$ cat config.mk
export PLATFORM = sky130hd
export DESIGN_NAME = id_ex_pipe_reg
export DESIGN_NICKNAME = d
export VERILOG_FILES = /design/src/rtl/id_ex_pipe_reg_pkg.sv /design/src/rtl/id_ex_pipe_reg_halt_drain_fsm.sv /design/src/rtl/id_ex_pipe_reg.sv
export SDC_FILE = /design/constraint.sdc
export NUM_CORES = 1
export LEC_CHECK = 0
export CORE_ASPECT_RATIO = 0.75
export CORE_MARGIN = 8
export CORE_UTILIZATION = 40
export DETAILED_ROUTE_END_ITERATION = 8
export HOLD_SLACK_MARGIN = 0.12
export PLACE_DENSITY = 0.78
export RECOVER_POWER = 25
export SLEW_MARGIN = 5
export SYNTH_ARGS = -nofsm -noshare
export SYNTH_HDL_FRONTEND = slang
export SYNTH_HIERARCHICAL = 1
export SYNTH_SLANG_ARGS = --single-unit
$ cat constraint.sdc
create_clock -name clk -period 3.85 [get_ports clk]
set_input_delay 0.385 -clock clk [delete_from_list [all_inputs] [get_ports clk]]
set_output_delay 0.385 -clock clk [all_outputs]
set_load 0.01 [all_outputs]
$ cat src/rtl/id_ex_pipe_reg_pkg.sv
// Shared types and widths for the ID/EX pipeline register and its halt-drain FSM.
// The datapath widths match the 16-bit, 8-register five-stage core.
package id_ex_pipe_reg_pkg;

    localparam int DATA_W = 16;
    localparam int REG_W  = 3;
    localparam int OP_W   = 5;

    typedef enum logic [1:0] {
        ST_RUN    = 2'b00,
        ST_DRAIN  = 2'b01,
        ST_HALTED = 2'b10
    } halt_state_e;

    // Controls travelling towards MEM/WB; these are cleared by bubbles and flushes.
    typedef struct packed {
        logic reg_write;
        logic dmem_write;
        logic dmem_en;
        logic halt;
    } ctrl_t;

    // Selects and data; these hold through bubbles and flushes.
    typedef struct packed {
        logic [REG_W-1:0]  rr1;
        logic [REG_W-1:0]  rr2;
        logic [REG_W-1:0]  wsel;
        logic [OP_W-1:0]   alu_op;
        logic [DATA_W-1:0] rd1;
        logic [DATA_W-1:0] rd2;
        logic [DATA_W-1:0] imm;
        logic [DATA_W-1:0] pcp2;
    } ex_data_t;

endpackage

$ cat src/rtl/id_ex_pipe_reg_halt_drain_fsm.sv
// Halt-drain state machine: after a HALT reaches EX, this FSM holds fetch for
// DRAIN_CYC non-frozen cycles and then reports that the core is quiescent.
module halt_drain_fsm
    import id_ex_pipe_reg_pkg::*;
#(
    parameter int DRAIN_CYC = 3
) (
    input  logic clk,
    input  logic rst,
    input  logic freeze,
    input  logic flush,
    input  logic halt_load,
    output logic fetch_hold,
    output logic halted
);

    localparam int DCW = (DRAIN_CYC < 1) ? 1 : $clog2(DRAIN_CYC + 1);
    localparam logic [DCW-1:0] DRAIN_INIT = DCW'(DRAIN_CYC);
    localparam logic [DCW-1:0] DCNT_ONE   = DCW'(1);

    halt_state_e      state_q, state_d;
    logic [DCW-1:0]   dcnt_q, dcnt_d;

    always_ff @(posedge clk or posedge rst) begin
        if (rst) begin
            state_q <= ST_RUN;
            dcnt_q  <= '0;
        end else begin
            state_q <= state_d;
            dcnt_q  <= dcnt_d;
        end
    end

    always_comb begin
        state_d = state_q;
        dcnt_d  = dcnt_q;
        if (!freeze) begin
            unique case (state_q)
                ST_RUN: begin
                    if (halt_load) begin
                        state_d = ST_DRAIN;
                        dcnt_d  = DRAIN_INIT;
                    end
                end
                ST_DRAIN: begin
                    // A taken branch in EX means the halt was on the wrong path.
                    if (flush) begin
                        state_d = ST_RUN;
                        dcnt_d  = '0;
                    end else if (dcnt_q <= DCNT_ONE) begin
                        state_d = ST_HALTED;
                        dcnt_d  = '0;
                    end else begin
                        dcnt_d = dcnt_q - DCNT_ONE;
                    end
                end
                ST_HALTED: begin
                    state_d = ST_HALTED;
                end
                default: begin
                    state_d = ST_RUN;
                    dcnt_d  = '0;
                end
            endcase
        end
    end

    always_comb begin
        fetch_hold = 1'b0;
        halted     = 1'b0;
        case (state_q)
            ST_DRAIN:  fetch_hold = 1'b1;
            ST_HALTED: begin
                fetch_hold = 1'b1;
                halted     = 1'b1;
            end
            default: ;
        endcase
    end

endmodule

$ cat src/rtl/id_ex_pipe_reg.sv
// Decode-to-execute pipeline register with bubble/flush/freeze handling,
// a saturating load-use bubble counter and the halt-drain controller.
module id_ex_pipe_reg
    import id_ex_pipe_reg_pkg::*;
#(
    parameter int CNT_W     = 16,
    parameter int DRAIN_CYC = 3
) (
    input  logic              clk,
    input  logic              rst,
    input  logic              freeze,
    input  logic              flush,
    input  logic              bubble,
    input  logic              dec_valid,
    input  logic [REG_W-1:0]  dec_ReadReg1,
    input  logic [REG_W-1:0]  dec_ReadReg2,
    input  logic [REG_W-1:0]  dec_WriteRegSel,
    input  logic              dec_RegWrite,
    input  logic              dec_DMemWrite,
    input  logic              dec_DMemEn,
    input  logic              dec_Halt,
    input  logic [OP_W-1:0]   dec_AluOp,
    input  logic [DATA_W-1:0] dec_ReadData1,
    input  logic [DATA_W-1:0] dec_ReadData2,
    input  logic [DATA_W-1:0] dec_Imm,
    input  logic [DATA_W-1:0] dec_PCp2,
    output logic              exe_valid,
    output logic [REG_W-1:0]  exe_ReadReg1,
    output logic [REG_W-1:0]  exe_ReadReg2,
    output logic [REG_W-1:0]  exe_writeRegSel,
    output logic              exe_RegWrite,
    output logic              exe_DMemWrite,
    output logic              exe_DMemEn,
    output logic              exe_Halt,
    output logic [OP_W-1:0]   exe_AluOp,
    output logic [DATA_W-1:0] exe_ReadData1,
    output logic [DATA_W-1:0] exe_ReadData2,
    output logic [DATA_W-1:0] exe_Imm,
    output logic [DATA_W-1:0] exe_PCp2,
    output logic              fetch_hold,
    output logic              halted,
    output logic [CNT_W-1:0]  bubble_cnt
);

    localparam logic [CNT_W-1:0] CNT_ONE = CNT_W'(1);

    logic             valid_q, valid_d;
    ctrl_t            ctrl_q, ctrl_d, dec_ctrl;
    ex_data_t         data_q, data_d, dec_data;
    logic [CNT_W-1:0] bcnt_q, bcnt_d;
    logic             load;
    logic             halt_load;

    always_comb begin
        dec_ctrl = '{reg_write:  dec_RegWrite,
                     dmem_write: dec_DMemWrite,
                     dmem_en:    dec_DMemEn,
                     halt:       dec_Halt};
        dec_data = '{rr1:    dec_ReadReg1,
                     rr2:    dec_ReadReg2,
                     wsel:   dec_WriteRegSel,
                     alu_op: dec_AluOp,
                     rd1:    dec_ReadData1,
                     rd2:    dec_ReadData2,
                     imm:    dec_Imm,
                     pcp2:   dec_PCp2};
        load      = !freeze && !flush && !bubble;
        halt_load = load && dec_valid && dec_Halt;
    end

    always_comb begin
        valid_d = valid_q;
        ctrl_d  = ctrl_q;
        data_d  = data_q;
        bcnt_d  = bcnt_q;
        if (freeze) begin
            // Memory busy: everything holds, including the bubble counter.
        end else if (flush || bubble) begin
            valid_d = 1'b0;
            ctrl_d  = '0;
            if (!flush && (bcnt_q != '1))
                bcnt_d = bcnt_q + CNT_ONE;
        end else begin
            // Controls are gated by valid so forwarding never sees a phantom write.
            valid_d = dec_valid;
            ctrl_d  = dec_valid ? dec_ctrl : '0;
            data_d  = dec_data;
        end
    end

    always_ff @(posedge clk or posedge rst) begin
        if (rst) begin
            valid_q <= 1'b0;
            ctrl_q  <= '0;
            data_q  <= '0;
            bcnt_q  <= '0;
        end else begin
            valid_q <= valid_d;
            ctrl_q  <= ctrl_d;
            data_q  <= data_d;
            bcnt_q  <= bcnt_d;
        end
    end

    halt_drain_fsm #(
        .DRAIN_CYC (DRAIN_CYC)
    ) u_halt_fsm (
        .clk        (clk),
        .rst        (rst),
        .freeze     (freeze),
        .flush      (flush),
        .halt_load  (halt_load),
        .fetch_hold (fetch_hold),
        .halted     (halted)
    );

    assign exe_valid       = valid_q;
    assign exe_RegWrite    = ctrl_q.reg_write;
    assign exe_DMemWrite   = ctrl_q.dmem_write;
    assign exe_DMemEn      = ctrl_q.dmem_en;
    assign exe_Halt        = ctrl_q.halt;
    assign exe_ReadReg1    = data_q.rr1;
    assign exe_ReadReg2    = data_q.rr2;
    assign exe_writeRegSel = data_q.wsel;
    assign exe_AluOp       = data_q.alu_op;
    assign exe_ReadData1   = data_q.rd1;
    assign exe_ReadData2   = data_q.rd2;
    assign exe_Imm         = data_q.imm;
    assign exe_PCp2        = data_q.pcp2;
    assign bubble_cnt      = bcnt_q;

endmodule

== After elaboration in Yosys (flattened, before gate mapping) ==
Index checks and enable logic that the tools add are counted.

* Eq/ne operators: 5
* $add $sub $neg: 2
* Order comparisons: 1
* Reduce and logical (&&, ||, !) cells: 15
* Mux-type cells: 13
* Bitwise gates (word level): 3

{| class="wikitable"
|+ Operators by type and width
! operator !! number
|-
| $add A16 B1 Y16 const B || 1
|-
| $ne A16 B16 Y1 const B || 1
|-
| $mux W2 || 6
|-
| $pmux W2 S3 || 2
|-
| $reduce_and A3 Y1 || 3
|-
| $mux W4 || 2
|-
| $logic_and A1 B1 Y1 || 5
|-
| $logic_not A1 Y1 || 3
|-
| $mux W1 || 3
|-
| $ne A3 B2 Y1 const B || 1
|-
| $not A1 Y1 || 3
|-
| $eq A2 B1 Y1 const B || 1
|-
| $eq A2 B2 Y1 const B || 1
|-
| $le A2 B1 Y1 const B || 1
|-
| $logic_not A2 Y1 || 1
|-
| $ne A2 B2 Y1 const B || 1
|-
| $reduce_and A2 Y1 || 1
|-
| $reduce_or A2 Y1 || 1
|-
| $sub A2 B1 Y2 const B || 1
|-
| $logic_or A1 B1 Y1 || 1
|}

* Input bits: 88
* Register bits: 103

== Depth between registers and ports, before layout ==
Gate-level depths: netlist (run 1).

* Depth after elaboration: 7
* Mapped depth: 7
* Gate-level depth less buffers: 5

== By module ==
Netlist (run 1), hierarchy kept.

{| class="wikitable"
|+ Modules (own cells, without submodules)
! module !! area an instance (um2) !! cells an instance !! instances
|-
| id_ex_pipe_reg || 3,887.5 || 254 || 1
|-
| halt_drain_fsm || 290.3 || 28 || 1
|}

== Least setup slack after synthesis (run 1) ==
No wires, ideal clock.

* Path kind: input to register
* From: input freeze
* To: register u_halt_fsm.state_q[1]
* Setup slack: 1,854 ps
* Setup time: 126 ps
* Cell stages on the path: 7
* Arrival time: 1,870 ps
* Path buffers: 2
* Path through: buf_6 > nor3_1 > clkbuf_1 > and3_1 > nor2b_4 > or3_1 > a221o_1

* Word-level cells in the longest chain between the ends: 7

{| class="wikitable"
|+ Ends and longest elaborated chain
! element !! line !! source
|-
| start, declared || id_ex_pipe_reg.sv:11 || <nowiki>input logic freeze,</nowiki>
|-
| $logic_not A1 Y1 || - ||
|-
| $logic_and A1 B1 Y1 (2 in series) || id_ex_pipe_reg.sv:67 || <nowiki>load = !freeze && !flush && !bubble;</nowiki>
|-
| $logic_and A1 B1 Y1 (2 in series) || id_ex_pipe_reg.sv:68 || <nowiki>halt_load = load && dec_valid && dec_Halt;</nowiki>
|-
| via halt_load || id_ex_pipe_reg.sv:52 || <nowiki>logic halt_load;</nowiki>
|-
| $ne A2 B2 Y1 (no line) || - ||
|-
| $reduce_and A3 Y1 (no line) || - ||
|-
| end signal, assigned || id_ex_pipe_reg_halt_drain_fsm.sv:29 || <nowiki>state_q <= state_d;</nowiki>
|-
| end, declared || id_ex_pipe_reg_halt_drain_fsm.sv:21 || <nowiki>halt_state_e state_q, state_d;</nowiki>
|}

The timed path passes the listed nets, and every way through them passes these cells.
A chain may end at the register's enable or synchronous reset.

== Worst setup path after layout (run 1) ==
* From: input freeze
* To: register bcnt_q[15] (netlist: bubble_cnt[15])

* Word-level cells in the longest chain between the ends: 2

{| class="wikitable"
|+ Ends and longest elaborated chain
! element !! line !! source
|-
| $not A1 Y1 (no line) || - ||
|-
| $reduce_and A3 Y1 (no line) || - ||
|-
| end signal, assigned || id_ex_pipe_reg.sv:101 || <nowiki>bcnt_q <= bcnt_d;</nowiki>
|-
| end, declared || id_ex_pipe_reg.sv:50 || <nowiki>logic [CNT_W-1:0] bcnt_q, bcnt_d;</nowiki>
|}

No other way between the ends.

==> reports/results.txt, run 1 <==
Post-DP HPWL - 8.988 mm
Syn Area/Cell - 14.81 sq um
Slew Viols, Final - 0
Syn Std Cell Area - 0.004178 sq mm
Resized Gates After CTS - 0
# nets final - 566
Critical path fanouts, max - 14
CP arrival - 2660 ps
Post-synth top area share - 61.70%
Gr ovfl total - 0
FMAX - 415.6 MHz
Run status - completed
Share of cells above drive strength 1 - 22.18%
Setup TNS - 0 ps
PwrDens - 516.3 mW/mm^2
CP startpoint kind - input port
Clock Tree Root - clkbuf_16
Min-Delay Path Class - input port to async pin
Post-synth EDFFs - 0
Starting Density - 40.92%
Leakage - 2.653 nW
Post-Syn Nets - 375
CTS tree - built
Post-DR wirelength/cell - 19.04 um
# Post-CTS Setup Buffers - 0
FP Rows - 32
Commonest cells post-synth - dfrtp_1, mux2_2, clkbuf_1, inv_1, nand2_1
GPL Wtd Cong - 0.7624
DRC viols - 0
Total CTS buffers - 9
Chip width - 134.0 um
Core area - 0.01021 sq mm
Clk pin slew, worst setup/hold paths - 70 ps
Register area share after synthesis - 61.70%
Syn. warnings - 6
Clk sinks - 103
Worst-margin pin slew - 874.1 ps
First-pass GRT wire length - 18.67 mm
Slew margin rel. - 41.73%
Routed Antenna Nets - 0
Data required time of the worst path - 4100 ps
Antenna Diode Count - 0
Sequential share of power - 42.5%
Crit. End Element - flop
H-tree depth - 3
Post-route minimum period - 2406 ps
Final setup vio count - 0
Initial DRC Count - 138
Crit path buffers/inverters - 1
Final worst path period share - 62.50%
Gate power share - 30.2%
Vias in the first global route - 3451
Drt first pass iters - 4
Post-DP Area - 0.006216 sq mm
Final Instance Area - 0.006518 sq mm
Clk network pwr share - 27.4%
Largest area contributor in the netlist - dfrtp_1
Max clock buf depth - 2
Post-synthesis cell type count - 42
Final Hold Violating Endpoints - 0
Crit path cell chain - dlygate4sd3_1, or3b_4, or3_1, nor3_1, mux2i_1
Kind of critical path - input port to flop
Initial antenna violation count - 0
Hold buffers post-CTS - 0
Via-per-instance ratio - 4.943
Final WL - 11.69 mm
Post-synth ARST share - 100.0%
Worst-Skew Late Latency - 330 ps
Slowest CP cell - dlygate4sd3_1
Die ar. - 0.01400 sq mm
RSZ-0062 raised after global routing - no
P_int - 2.421 mW
Max-cap violations - 0
Post-Synthesis Cells - 282
Area contributors post-synth - dfrtp_1, mux2_2, ha_1
Sw Ratio - 28.06%
Most used DFF post-synth - dfrtp_1
Chip Height - 104.5 um
Global-route usage over all layers - 16.88%
Ports - 189
Flops & latches, synth - 103
Critical path's top delay family - simple AND/OR/NAND/NOR gates
Total vias in the final route - 3035
CP peak stage delay - 730 ps
Buffers on Ports - 188
Area growth from synthesis to layout - 56.00%
Final Skew - 3.593 ps
Top-count cell post-synth - dfrtp_1
Largest net degree at the start of global routing - 83
Maximum vdd drop - 0.3398 mV
P_sw - 0.9442 mW
-- registers in the layout, summed over array words and instances (netlist names) --
name	flops
bubble_cnt	16
exe_Imm	16
exe_PCp2	16
exe_ReadData1	16
exe_ReadData2	16
exe_AluOp	5
exe_ReadReg1	3
exe_ReadReg2	3
exe_writeRegSel	3
u_halt_fsm/dcnt_q	2
u_halt_fsm/state_q	2
exe_DMemEn	1
exe_DMemWrite	1
exe_Halt	1
exe_RegWrite	1
exe_valid	1
-- metal layers --
layer / vias to the layer above / share of wire, % / GRT usage, %
met5: - / 0 / 0
met3: 10 / 12 / 9.749
met1: 1513 / 38 / 18.19
met4: 0 / 0.92 / 4.556
met2: 115 / 49 / 27.86
li1: 1397 / - / -
-- through the flow --
step	std cells	setup slack (ps)	power [mW]	hold slack [ps]	utilization (%)
after floorplan	282	874.6	1.849	151.1	-
after global placement	598	1262	2.432	479.4	60.88
after detailed placement	598	1128	2.474	490.9	60.88
after CTS	614	1462	3.412	319.8	63.87
after global routing	614	1309	3.538	476.7	63.84
final	614	1444	3.365	448.6	63.84
-- cell type report --
cell class	instances	area, sq um
timing repair buffer	191	1913
multi-input combinational	161	1523
fill	784	3692
inverter	7	28.78
clock inverter	7	80.08
clock buffer	9	225.2
sequential	103	2577
tap	136	170.2
-- cell families after synthesis --
kind of cell	count (synthesis)	synth area share, %
xor+xnor	9	1.887
compound gates	21	3.774
mux	82	22.04
fa+ha+maj	5	1.497
simple gates	44	7.128
buf+inv	18	1.977
flops	103	61.70
-- worst reg2reg max path, stage by stage (launching register included) --
cell and delay, ps:
dfrtp_1 410, ha_1 240, nand2_1 110, nor3_2 580, a21oi_1 240, mux2_1 350
-- power groups by stage --
stage / Clock, mW / Combinational (mW) / Sequential [mW]
6_report: 0.921 / 1.02 / 1.43
5_1_grt: 0.989 / 1.09 / 1.46
4_1_cts: 0.949 / 1.03 / 1.43
3_5_place_dp: 0 / 1.03 / 1.45
3_3_place_gp: 0 / 1.00 / 1.43
2_1_floorplan: 0 / 0.334 / 1.52
-- cell usage in the layout (no fill, tap or decap), types with 3 or more instances in the layout --
cell type        netlist  layout
a32o_1                 3       3
mux2_2                79      79
nor3_1                 5       4
dfrtp_1              103     103
inv_1                  7       6
clkbuf_16              0       9
clkinvlp_4             0       4
o21ai_0                3       3
clkdlybuf4s50_1        0     186
xnor2_1                4       4
ha_1                   5       5
a21oi_1                5       5
nand4_1                5       5
nor4b_1                3       3
xor2_1                 5       5
nand2_1                6       6
nor2_1                 5       5
nand3_1                4       4
-- worst paths after layout --
check	from	depth (start not counted)	slack [ps]	end
max	freeze	5	1440	bubble_cnt[15]
min	rst	2	450	u_halt_fsm/dcnt_q[1]
max reg2reg	bubble_cnt[0]	5	1800	bubble_cnt[1]
min reg2reg	bubble_cnt[7]	1	510	bubble_cnt[7]
max in group asynchronous	rst	3	2150	exe_PCp2[8]
min in group clk	bubble_cnt[7]	1	510	bubble_cnt[7]
No activity file was read; power rests on OpenSTA's default activity.
==> run 2: changes to the inputs <==
==> constraint.sdc (replaced) <==
create_clock -name clk -period 2.45 [get_ports clk]
set_input_delay 0.245 -clock clk [delete_from_list [all_inputs] [get_ports clk]]
set_output_delay 0.245 -clock clk [all_outputs]
set_load 0.01 [all_outputs]
==> run 2 against run 1 <==
  * Sequential power up 57%
  * Register-to-register slack worse by 1000 ps
  * Design area rose by 0.50%
  * Clock power increased by 66%
  * Count of clock-buffer cells in the layout stayed put
  * Total power grew 60%
  * Sequential share of layout area shrank 0.20 points
  * Die area did not move
  * Setup slack worse by 980 ps
  * Hold slack worse by 170 ps
  * Critical endpoint unchanged
==> reports/results.txt, run 2 (same netlist as run 1, synthesis figures left out) <==
Setup TNS - 0 ps (unchanged)
Buffers on Ports - 188 (unchanged)
FF-to-FF End - bubble_cnt[15]
P_sw - 1.468 mW (+55%)
FP Rows - 32 (unchanged)
Post-DP Area - 0.006245 sq mm (+0.46%)
Initial antenna violation count - 0 (unchanged)
CP peak stage delay - 550 ps (-180 ps)
Kind of critical path - input port to flop
DRC viols - 0 (unchanged)
Post-DR wirelength/cell - 19.19 um (+0.79%)
Area of the multi-input gates - 0.001523 sq mm (unchanged)
Chip Height - 104.5 um (unchanged)
Reg2Reg Setup Slack - 760 ps (-1040 ps)
Run status - completed
Most frequent cells in the layout - clkdlybuf4s50_1, dfrtp_1, mux2_2, clkbuf_16
First-pass GRT wire length - 19.06 mm (+2.1%)
Total vias in the final route - 3082 (+1.5%)
# nets final - 568 (+0.35%)
Final core utilization - 64.15% (+0.32 points)
Die ar. - 0.01400 sq mm (unchanged)
Crit path cell chain - clkdlybuf4s50_1, or3b_4, or3_1, nor3_1, mux2i_1
Hold Slack - 273.6 ps (-174.9 ps)
Critical path fanouts, max - 9 (-5)
Post-DP HPWL - 8.928 mm (-0.67%)
Core area - 0.01021 sq mm (unchanged)
Post-route minimum period - 1985 ps
Sequential share of power - 41.7% (-0.8 points)
Hold buffers post-CTS - 0 (unchanged)
PwrDens - 819.5 mW/mm^2 (+59%)
Clk sinks - 103 (unchanged)
Crit. End Element - flop
Ports - 189 (unchanged)
FMAX - 503.7 MHz
Sw Ratio - 27.35% (-0.71 points)
Min setup slack post-route - 464.5 ps (-979.2 ps)
Largest net degree at the start of global routing - 99 (+19%)
R2R cell count - 4 (-1)
Global-route usage over all layers - 17.24% (+0.36 points)
Resized Gates After CTS - 0 (unchanged)
P_int - 3.900 mW (+61%)
CP startpoint kind - input port
Final Skew - 4.575 ps (+0.9825 ps)
Share of cells above drive strength 1 - 22.55% (+0.37 points)
Worst-Skew Late Latency - 330 ps (about the same)
Final Power - 5.368 mW (+60%)
Drt first pass iters - 4 (unchanged)
Final Hold Violating Endpoints - 0 (unchanged)
Leakage - 2.674 nW (+0.81%)
Clock Tree Root - clkbuf_16
CP arrival - 2240 ps (-420 ps)
Gate power share - 29.8% (-0.4 points)
Crit path buffers/inverters - 1 (unchanged)
Via-per-instance ratio - 5.011 (+1.4%)
Starting Density - 40.92% (unchanged)
H-tree depth - 3 (unchanged)
Gr ovfl total - 0 (unchanged)
Total CTS buffers - 9 (unchanged)
Final Instance Area - 0.006550 sq mm (+0.50%)
GPL Wtd Cong - 0.7914 (+3.8%)
Max clock buf depth - 2 (unchanged)
Maximum vdd drop - 0.5265 mV (+55%)
Slew Viols, Final - 0 (unchanged)
Worst-margin pin slew - 1352 ps (+477.6 ps)
Max-cap violations - 0 (unchanged)
CTS tree - built
Chip width - 134.0 um (unchanged)
Area growth from synthesis to layout - 56.78%
Inst Count DP - 600 (+0.33%)
Clk network pwr share - 28.5% (+1.1 points)
DP Worst Slack - 94.62 ps (-1033 ps)
RSZ-0062 raised after global routing - no
Final worst path period share - 81.04%
Vias in the first global route - 3433 (-0.52%)
Clk pin slew, worst setup/hold paths - 70 ps (about the same)
Final WL - 11.80 mm (+0.95%)
Data required time of the worst path - 2710 ps (-1390 ps)
Min-Delay Path Class - input port to async pin
Antenna Diode Count - 0 (unchanged)
Initial DRC Count - 140 (+1.4%)
FF-to-FF Start - bubble_cnt[3]
Slew margin rel. - 9.887% (-32 points)
Commonest non-fill, non-tap cell in the layout - clkdlybuf4s50_1
Critical path's top delay family - simple AND/OR/NAND/NOR gates
Post-route non-filler standard cell count - 615 (+0.16%)
Final setup vio count - 0 (unchanged)
Routed Antenna Nets - 0 (unchanged)
Slowest CP cell - or3_1
Number of fill cells - 785 (+0.13%)
# Post-CTS Setup Buffers - 0 (unchanged)
Flip-flop and latch area - 0.002577 sq mm (unchanged)
-- run 2: power groups by stage --
stage / Sequential [mW] / Clock [mW] / Combinational, mW
after floorplan: 2.38 / 0 / 0.525
after global placement: 2.25 / 0 / 1.59
after detailed placement: 2.27 / 0 / 1.62
after CTS: 2.24 / 1.58 / 1.63
after global routing: 2.29 / 1.65 / 1.72
final: 2.24 / 1.53 / 1.60
-- run 2: worst max-delay path by stage --
| stage | slack (ps) | depth (start not counted) | start | end |
|---|---|---|---|---|
| floorplan | 590 | 7 | freeze | u_halt_fsm/state_q[1] |
| global placement | 190 | 5 | bubble | bubble_cnt[15] |
| detailed placement | 90 | 5 | bubble | bubble_cnt[15] |
| CTS | 450 | 5 | bubble | bubble_cnt[15] |
| global route | 360 | 3 | rst | exe_ReadData1[10] |
| finish | 460 | 5 | bubble | bubble_cnt[15] |
-- run 2: worst register-to-register path: cells and delay by family (launching register included) --
kind | cells | cell delay [ps]
DFF | 1 | 410
muxes | 1 | 220
and+or+nand+nor | 3 | 980
-- run 2: area by class of cell --
class,count,share of cell area [%]
Multi-Input combinational cell,161,23.25
Tap cell,136,2.598
Sequential cell,103,39.35
Timing Repair Buffer,193,29.49
Clock inverter,6,1.414
Inverter,7,0.4585
Clock buffer,9,3.438
-- run 2: routing by layer --
| metal | share of wire [%] | vias to the layer above | track usage, % |
|---|---|---|---|
| met3 | 14 | 9 | 11.68 |
| met5 | 0 | - | 0 |
| li1 | - | 1402 | - |
| met1 | 36 | 1556 | 18.33 |
| met2 | 49 | 115 | 27.96 |
| met4 | 0.73 | 0 | 3.597 |
